<file path="src/rtl/mux_pkg.sv">
// mux_pkg: shared constants for the N-to-1 registered arbitrating multiplexer.
//   MODE_FIXED / MODE_RR : encodings of the MODE input.
//   DEFAULT_WIDTH        : default data width per channel.
//   GRANT_CNT_W          : width of the optional handshake counter
//                          (built only when MUX_GRANT_CNT_EN is defined).
package mux_pkg;

  localparam logic MODE_FIXED    = 1'b0;
  localparam logic MODE_RR       = 1'b1;
  localparam int   DEFAULT_WIDTH = 32;
  localparam int   GRANT_CNT_W   = 16;

endpackage

</file>
<file path="src/rtl/mux_arb_n_if.sv">
// mux_arb_n_if: channel-side and consumer-side signals of mux_arb_n.
//   D        N*WIDTH packed channel data, channel i = D[i*WIDTH +: WIDTH]
//   D_VALID  N       per-channel valid
//   D_READY  N       per-channel transfer strobe (one-hot or zero)
//   MODE     1       0 = fixed select by S, 1 = round-robin
//   S        SEL_W   channel index in fixed mode
//   Y        WIDTH   registered selected data
//   Y_VALID  1       Y holds valid data
//   Y_READY  1       consumer accepts Y
//   Y_SEL    SEL_W   channel that produced Y
// Modports: slave = the multiplexer, master = producers/consumer side.
interface mux_arb_n_if
  import mux_pkg::*;
#(
  parameter int WIDTH = DEFAULT_WIDTH,
  parameter int N     = 8
);
  localparam int SEL_W = $clog2(N);

  logic [N*WIDTH-1:0] D;
  logic [N-1:0]       D_VALID;
  logic [N-1:0]       D_READY;
  logic               MODE;
  logic [SEL_W-1:0]   S;
  logic [WIDTH-1:0]   Y;
  logic               Y_VALID;
  logic               Y_READY;
  logic [SEL_W-1:0]   Y_SEL;

  modport slave (
    input  D, D_VALID, MODE, S, Y_READY,
    output D_READY, Y, Y_VALID, Y_SEL
  );

  modport master (
    output D, D_VALID, MODE, S, Y_READY,
    input  D_READY, Y, Y_VALID, Y_SEL
  );

endinterface

</file>
<file path="src/rtl/mux_arb_n_rr_pick.sv">
// rr_pick: combinational round-robin picker.
//   req         N      request vector
//   ptr         SEL_W  highest-priority index (must be < N)
//   grant       SEL_W  first requesting index at or after ptr, wrapping N-1 -> 0
//   grant_valid 1      at least one request present
module rr_pick #(
  parameter int  N     = 8,
  localparam int SEL_W = $clog2(N)
) (
  input  logic [N-1:0]     req,
  input  logic [SEL_W-1:0] ptr,
  output logic [SEL_W-1:0] grant,
  output logic             grant_valid
);

  // Walk the offsets from ptr; the modulo keeps non-power-of-two N in range.
  always_comb begin
    grant       = '0;
    grant_valid = 1'b0;
    for (int k = 0; k < N; k++) begin
      if (!grant_valid && req[(int'(ptr) + k) % N]) begin
        grant       = SEL_W'((int'(ptr) + k) % N);
        grant_valid = 1'b1;
      end
    end
  end

endmodule

</file>
<file path="src/rtl/mux_arb_n.sv">
// mux_arb_n: N-to-1 WIDTH-bit registered multiplexer with valid/ready per channel.
//   clk        clock, all state on rising edge
//   reset      synchronous active-high reset
//   bus        mux_arb_n_if.slave (D, D_VALID, D_READY, MODE, S, Y, Y_VALID, Y_READY, Y_SEL)
// Optional (macro MUX_GRANT_CNT_EN):
//   CNT_CLR    synchronous clear of GRANT_CNT, wins over increment
//   GRANT_CNT  saturating count of output handshakes (Y_VALID && Y_READY)
// The interface instance must be built with the same WIDTH and N.
module mux_arb_n
  import mux_pkg::*;
#(
  parameter int WIDTH = DEFAULT_WIDTH,
  parameter int N     = 8
) (
  input  logic clk,
  input  logic reset,
  mux_arb_n_if.slave bus
`ifdef MUX_GRANT_CNT_EN
  ,
  input  logic                   CNT_CLR,
  output logic [GRANT_CNT_W-1:0] GRANT_CNT
`endif
);

  localparam int SEL_W = $clog2(N);

  logic [WIDTH-1:0] y_q;
  logic             y_valid_q;
  logic [SEL_W-1:0] y_sel_q;
  logic [SEL_W-1:0] ptr_q;

  logic             load_en;
  logic             fix_valid;
  logic [SEL_W-1:0] rr_grant;
  logic             rr_valid;
  logic [SEL_W-1:0] grant;
  logic             grant_valid;
  logic             xfer;

  rr_pick #(.N(N)) u_rr_pick (
    .req         (bus.D_VALID),
    .ptr         (ptr_q),
    .grant       (rr_grant),
    .grant_valid (rr_valid)
  );

  // Compare S against every legal index so S >= N simply never matches.
  always_comb begin
    fix_valid = 1'b0;
    for (int i = 0; i < N; i++) begin
      if (bus.S == SEL_W'(i)) fix_valid = bus.D_VALID[i];
    end
  end

  assign grant       = (bus.MODE == MODE_RR) ? rr_grant : bus.S;
  assign grant_valid = (bus.MODE == MODE_RR) ? rr_valid : fix_valid;
  assign load_en     = !y_valid_q || bus.Y_READY;
  assign xfer        = load_en && grant_valid && !reset;

  always_comb begin
    bus.D_READY = '0;
    if (xfer) bus.D_READY[grant] = 1'b1;
  end

  // Output register; the pointer only advances on round-robin transfers.
  always_ff @(posedge clk) begin
    if (reset) begin
      y_q       <= '0;
      y_valid_q <= 1'b0;
      y_sel_q   <= '0;
      ptr_q     <= '0;
    end else if (load_en) begin
      if (grant_valid) begin
        y_q       <= bus.D[int'(grant)*WIDTH +: WIDTH];
        y_sel_q   <= grant;
        y_valid_q <= 1'b1;
        if (bus.MODE == MODE_RR) begin
          ptr_q <= (grant == SEL_W'(N-1)) ? '0 : grant + 1'b1;
        end
      end else begin
        y_valid_q <= 1'b0;
      end
    end
  end

  assign bus.Y       = y_q;
  assign bus.Y_VALID = y_valid_q;
  assign bus.Y_SEL   = y_sel_q;

`ifdef MUX_GRANT_CNT_EN
  logic [GRANT_CNT_W-1:0] cnt_q;

  always_ff @(posedge clk) begin
    if (reset || CNT_CLR) begin
      cnt_q <= '0;
    end else if (y_valid_q && bus.Y_READY && (cnt_q != '1)) begin
      cnt_q <= cnt_q + 1'b1;
    end
  end

  assign GRANT_CNT = cnt_q;
`endif

endmodule

</file>
<file path="src/flat_wrapper.sv">
// flat-port wrapper written by rule: the top's interface ports become plain ports
module mux_arb_n_flat import mux_pkg::*;
#(
  parameter int WIDTH = DEFAULT_WIDTH,
  parameter int N     = 8
)
  (clk, reset, bus_D, bus_D_VALID, bus_MODE, bus_S, bus_Y_READY, bus_D_READY, bus_Y, bus_Y_VALID, bus_Y_SEL);
  mux_arb_n_if #(.WIDTH(WIDTH), .N(N)) bus_i ();
  input  logic clk;
  input  logic reset;
  input wire logic [$bits(bus_i.D)-1:0] bus_D;
  input wire logic [$bits(bus_i.D_VALID)-1:0] bus_D_VALID;
  input wire logic [$bits(bus_i.MODE)-1:0] bus_MODE;
  input wire logic [$bits(bus_i.S)-1:0] bus_S;
  input wire logic [$bits(bus_i.Y_READY)-1:0] bus_Y_READY;
  output wire logic [$bits(bus_i.D_READY)-1:0] bus_D_READY;
  output wire logic [$bits(bus_i.Y)-1:0] bus_Y;
  output wire logic [$bits(bus_i.Y_VALID)-1:0] bus_Y_VALID;
  output wire logic [$bits(bus_i.Y_SEL)-1:0] bus_Y_SEL;
  assign bus_i.D = bus_D;
  assign bus_i.D_VALID = bus_D_VALID;
  assign bus_i.MODE = bus_MODE;
  assign bus_i.S = bus_S;
  assign bus_i.Y_READY = bus_Y_READY;
  assign bus_D_READY = bus_i.D_READY;
  assign bus_Y = bus_i.Y;
  assign bus_Y_VALID = bus_i.Y_VALID;
  assign bus_Y_SEL = bus_i.Y_SEL;
  mux_arb_n #(.WIDTH(WIDTH), .N(N)) u_core (.clk(clk), .reset(reset), .bus(bus_i));
endmodule
</file>
<file path="config.mk">
export PLATFORM = sky130hd
export DESIGN_NAME = mux_arb_n_flat
export DESIGN_NICKNAME = d
export VERILOG_FILES = /design/src/rtl/mux_pkg.sv /design/src/rtl/mux_arb_n_if.sv /design/src/rtl/mux_arb_n_rr_pick.sv /design/src/rtl/mux_arb_n.sv /design/src/flat_wrapper.sv
export SDC_FILE = /design/constraint.sdc
export NUM_CORES = 1
export LEC_CHECK = 0
export BUFFER_PORTS_ARGS = -buffer_cell sky130_fd_sc_hd__buf_2
export CORE_AREA = 2 2 121 123
export CTS_BUF_LIST = sky130_fd_sc_hd__clkbuf_4 sky130_fd_sc_hd__clkbuf_8
export CTS_CLUSTER_SIZE = 16
export DETAILED_ROUTE_END_ITERATION = 6
export DIE_AREA = 0 0 123 125
export PLACE_DENSITY = 0.69
export SKIP_LAST_GASP = 1
export SYNTH_ARGS = -nofsm -noshare
export SYNTH_HDL_FRONTEND = slang
export SYNTH_SLANG_ARGS = --single-unit
</file>
<file path="constraint.sdc">
create_clock -name clk -period 9.3 [get_ports clk]
set_clock_uncertainty 0.05 [all_clocks]
set_input_delay 1.395 -clock clk [delete_from_list [all_inputs] [get_ports clk]]
set_output_delay 1.395 -clock clk [all_outputs]
set_load 0.05 [all_outputs]
</file>
==> results.yml <==
status:
  status: "completed"
yosys:
  ys.flop_type: "dfxtp_1"
  yosysTopAreaCell: "mux2i_1"
  ys_warn_count: 0
  ys_async_sr_fraction_pct: 0
  synthAdderAreaFrac_pct: 0.757
  synth-compound-area-share_pct: 25.0
  synth_edf_count: 0
  synth_simple_gate_area_share_pct: 12.8
  synth.ff_latch_count: 39
  synth_top_family_by_area: "multiplexers"
  synth_cell_types: 62
  synthXorXnorAreaFrac_pct: 0.706
  synth_cells: 551
  synth_nets: 825
  muxShareOfSynthArea_pct: 37.8
  synth_top_area_share_pct: 22.4
  ys_seq_area_share_pct: 15.7
  synth_area_mm2: 0.00496
  synth_area_leaders: "mux2i_1, dfxtp_1, mux4_2, mux2_2, a211oi_2"
  avgSynthCellArea_um2: 9.00
drt:
  vias_per_cell: 5.50
  routed_wirelength_mm: 18.1
  drc: 0
  drt_iter0_markers: 189
  drt_pass1_iterations: 5
  routedWlPerCell_um: 17.9
  drtAntennaViolNets: 0
  vias: 5558
clock_network:
  clock-sinks: 39
  cts-root-buf: "clkbuf_8"
  tritoncts: "built"
  path_clk_slew_ps: 80
  clkLatencyLatePin_ps: 300
  postCtsSetupRepairBufs: 0
  ctsHoldBuffers: 0
  cts_resized: 0
  clockBufferDepth: 2
  cts_made_buffers: 5
  h-tree-depth: 2
placed_design:
  gp_congestion: 0.886
  place_area_mm2: 0.00655
  dp_hpwl_mm: 14.0
  io_buffer_count: 314
critical_path:
  start_kind: "flip-flop"
  reg2reg_from: "u_core.ptr_q[0]"
  crit_required_ps: 7860
  cp.arrival_ps: 5150
  cp_max_fo: 51
  cp_num_cells: 13
  reg2regPathDepth: 12
  crit_path_end_kind: "primary output"
  critPathBufInv: 4
  cpLargestDelayFamily: "buffers and inverters"
  path_class: "flip-flop to primary output"
  worst_path_max_delay_cell: "dfxtp_1"
  slowest_delay_ps: 880
  cpMostUsedCell: "buf_4"
  path_cells: "inv_2, ha_1, mux4_2, mux2_2, nor4_2, and4_1, a311oi_4, buf_4, nand2_2, buf_4, nand2_1, nor2_1, buf_2"
  crit_path_start: "u_core.ptr_q[0]"
min_path:
  min-delay-path-class: "flip-flop to flip-flop"
  worstHoldStart: "u_core.bus.Y_SEL[0]"
  hold_depth: 2
sta:
  rsz0062_at_grt: "false"
  hold_violations: 0
  period_share_pct: 70.9
  setup_viol: 0
  setup_tns_ps: 0
  worst_pin_slew_ps: 1210
  drv_slew: 0
  max_freq_ghz: 0.152
  relSlewSlack_pct: 19.3
  layout_min_cycle_time_ps: 6590
layout:
  syn2layout_area_growth_pct: 34.1
  fin_area_mm2: 0.00665
  final_common_cell: "buf_2"
  layout_common_cells: "buf_2, mux2i_1, dfxtp_1, nand3_1, nor2_1"
  drive_gt1_share_pct: 48.7
  final_nets: 1100
  antenna_cells: 0
global_routing:
  grt_pass1_vias: 5467
  overflow: 0
  antenna_found_initial: 1
  grt_max_degree: 58
  grt.total_usage_pct: 22.6
  grt_pass1_wl_mm: 27.5
die:
  die_h_um: 125
  initial_utilization_pct: 34.9
  ios: 315
  fp-row-count: 44
  die_w_um: 123
  coreArea_mm2: 0.0142
  die_area_mm2: 0.0154
power:
  peakVddDrop_v: 0.0000786
  p_per_area_mw_per_mm2: 172
  p_leak_nw: 3.28
run:
  max_cap_viol_count: 0
-- layer usage --
layer | GRT usage, % | vias up | wire length, um
met5 | 0 | - | 13
met2 | 42.9 | 251 | 9420
li1 | - | 2699 | -
met4 | 5.15 | 2 | 295
met3 | 4.01 | 21 | 1340
met1 | 25.6 | 2585 | 7000
-- through the flow --
| stage | cells | util, % | hold slack, ps | setup slack [ps] | power, mW |
|---|---|---|---|---|---|
| floorplan | 551 | - | 666 | 3100 | 0.830 |
| global placement | 1003 | 46.1 | 433 | 3010 | 1.01 |
| detailed placement | 1003 | 46.1 | 440 | 2990 | 1.02 |
| CTS | 1011 | 46.8 | 459 | 2650 | 1.15 |
| global route | 1011 | 46.8 | 480 | 2210 | 1.22 |
| finish | 1011 | 46.8 | 448 | 2710 | 1.14 |
-- cells by family (layout without fill, tap and decap cells) --
group,Yosys count,after routing
muxes,164,164
adders and majority gates,3,3
buffers and inverters,64,340
xor gates and xnor gates,4,4
and+or+nand+nor,126,126
DFF,39,39
AOI/OAI and AO/OA,151,151
-- power breakdown --
part / internal [mW] / switching (mW)
logic: 0.308 / 0.474
registers: 0.201 / 0.0281
clock network: 0.0707 / 0.0628
-- worst min-delay path, cell delays in order, from the launching register on --
cell and delay, ps:
dfxtp_1 330, mux2i_1 70, nor2_1 70
-- final cells by class --
type	count	area (um2)
Tap cell	184	230
Clock buffer	8	104
Multi-Input combinational cell	448	3850
Timing Repair Buffer	324	1650
Fill cell	1481	7550
Sequential cell	39	781
Inverter	8	35.0
-- registers in the layout (all words and copies together) (netlist names) --
signal              flops
u_core.bus.Y           32
u_core.bus.Y_SEL        3
u_core.ptr_q            3
u_core.bus.Y_VALID      1
-- final timing paths --
kind | endpoint | slack, ps
max reg2reg | u_core.bus.Y[9] | 3930
max | bus_D_READY[5] | 2710
min reg2reg | u_core.bus.Y_SEL[0] | 450
min | u_core.bus.Y_SEL[0] | 450
-- cells in the mapped netlist, drive strengths merged (11+ instances only) --
master and instances:
a2111oi 13, o21bai 24, a211oi 37, a32oi 11
mux2 38, o21ai 17, mux2i 112, nand3 35
clkbuf 24, mux4 14, nand2 17, and3 19
nor2 34, buf 32, a21oi 16, dfxtp 39
No activity file was read; power rests on OpenSTA's default activity.
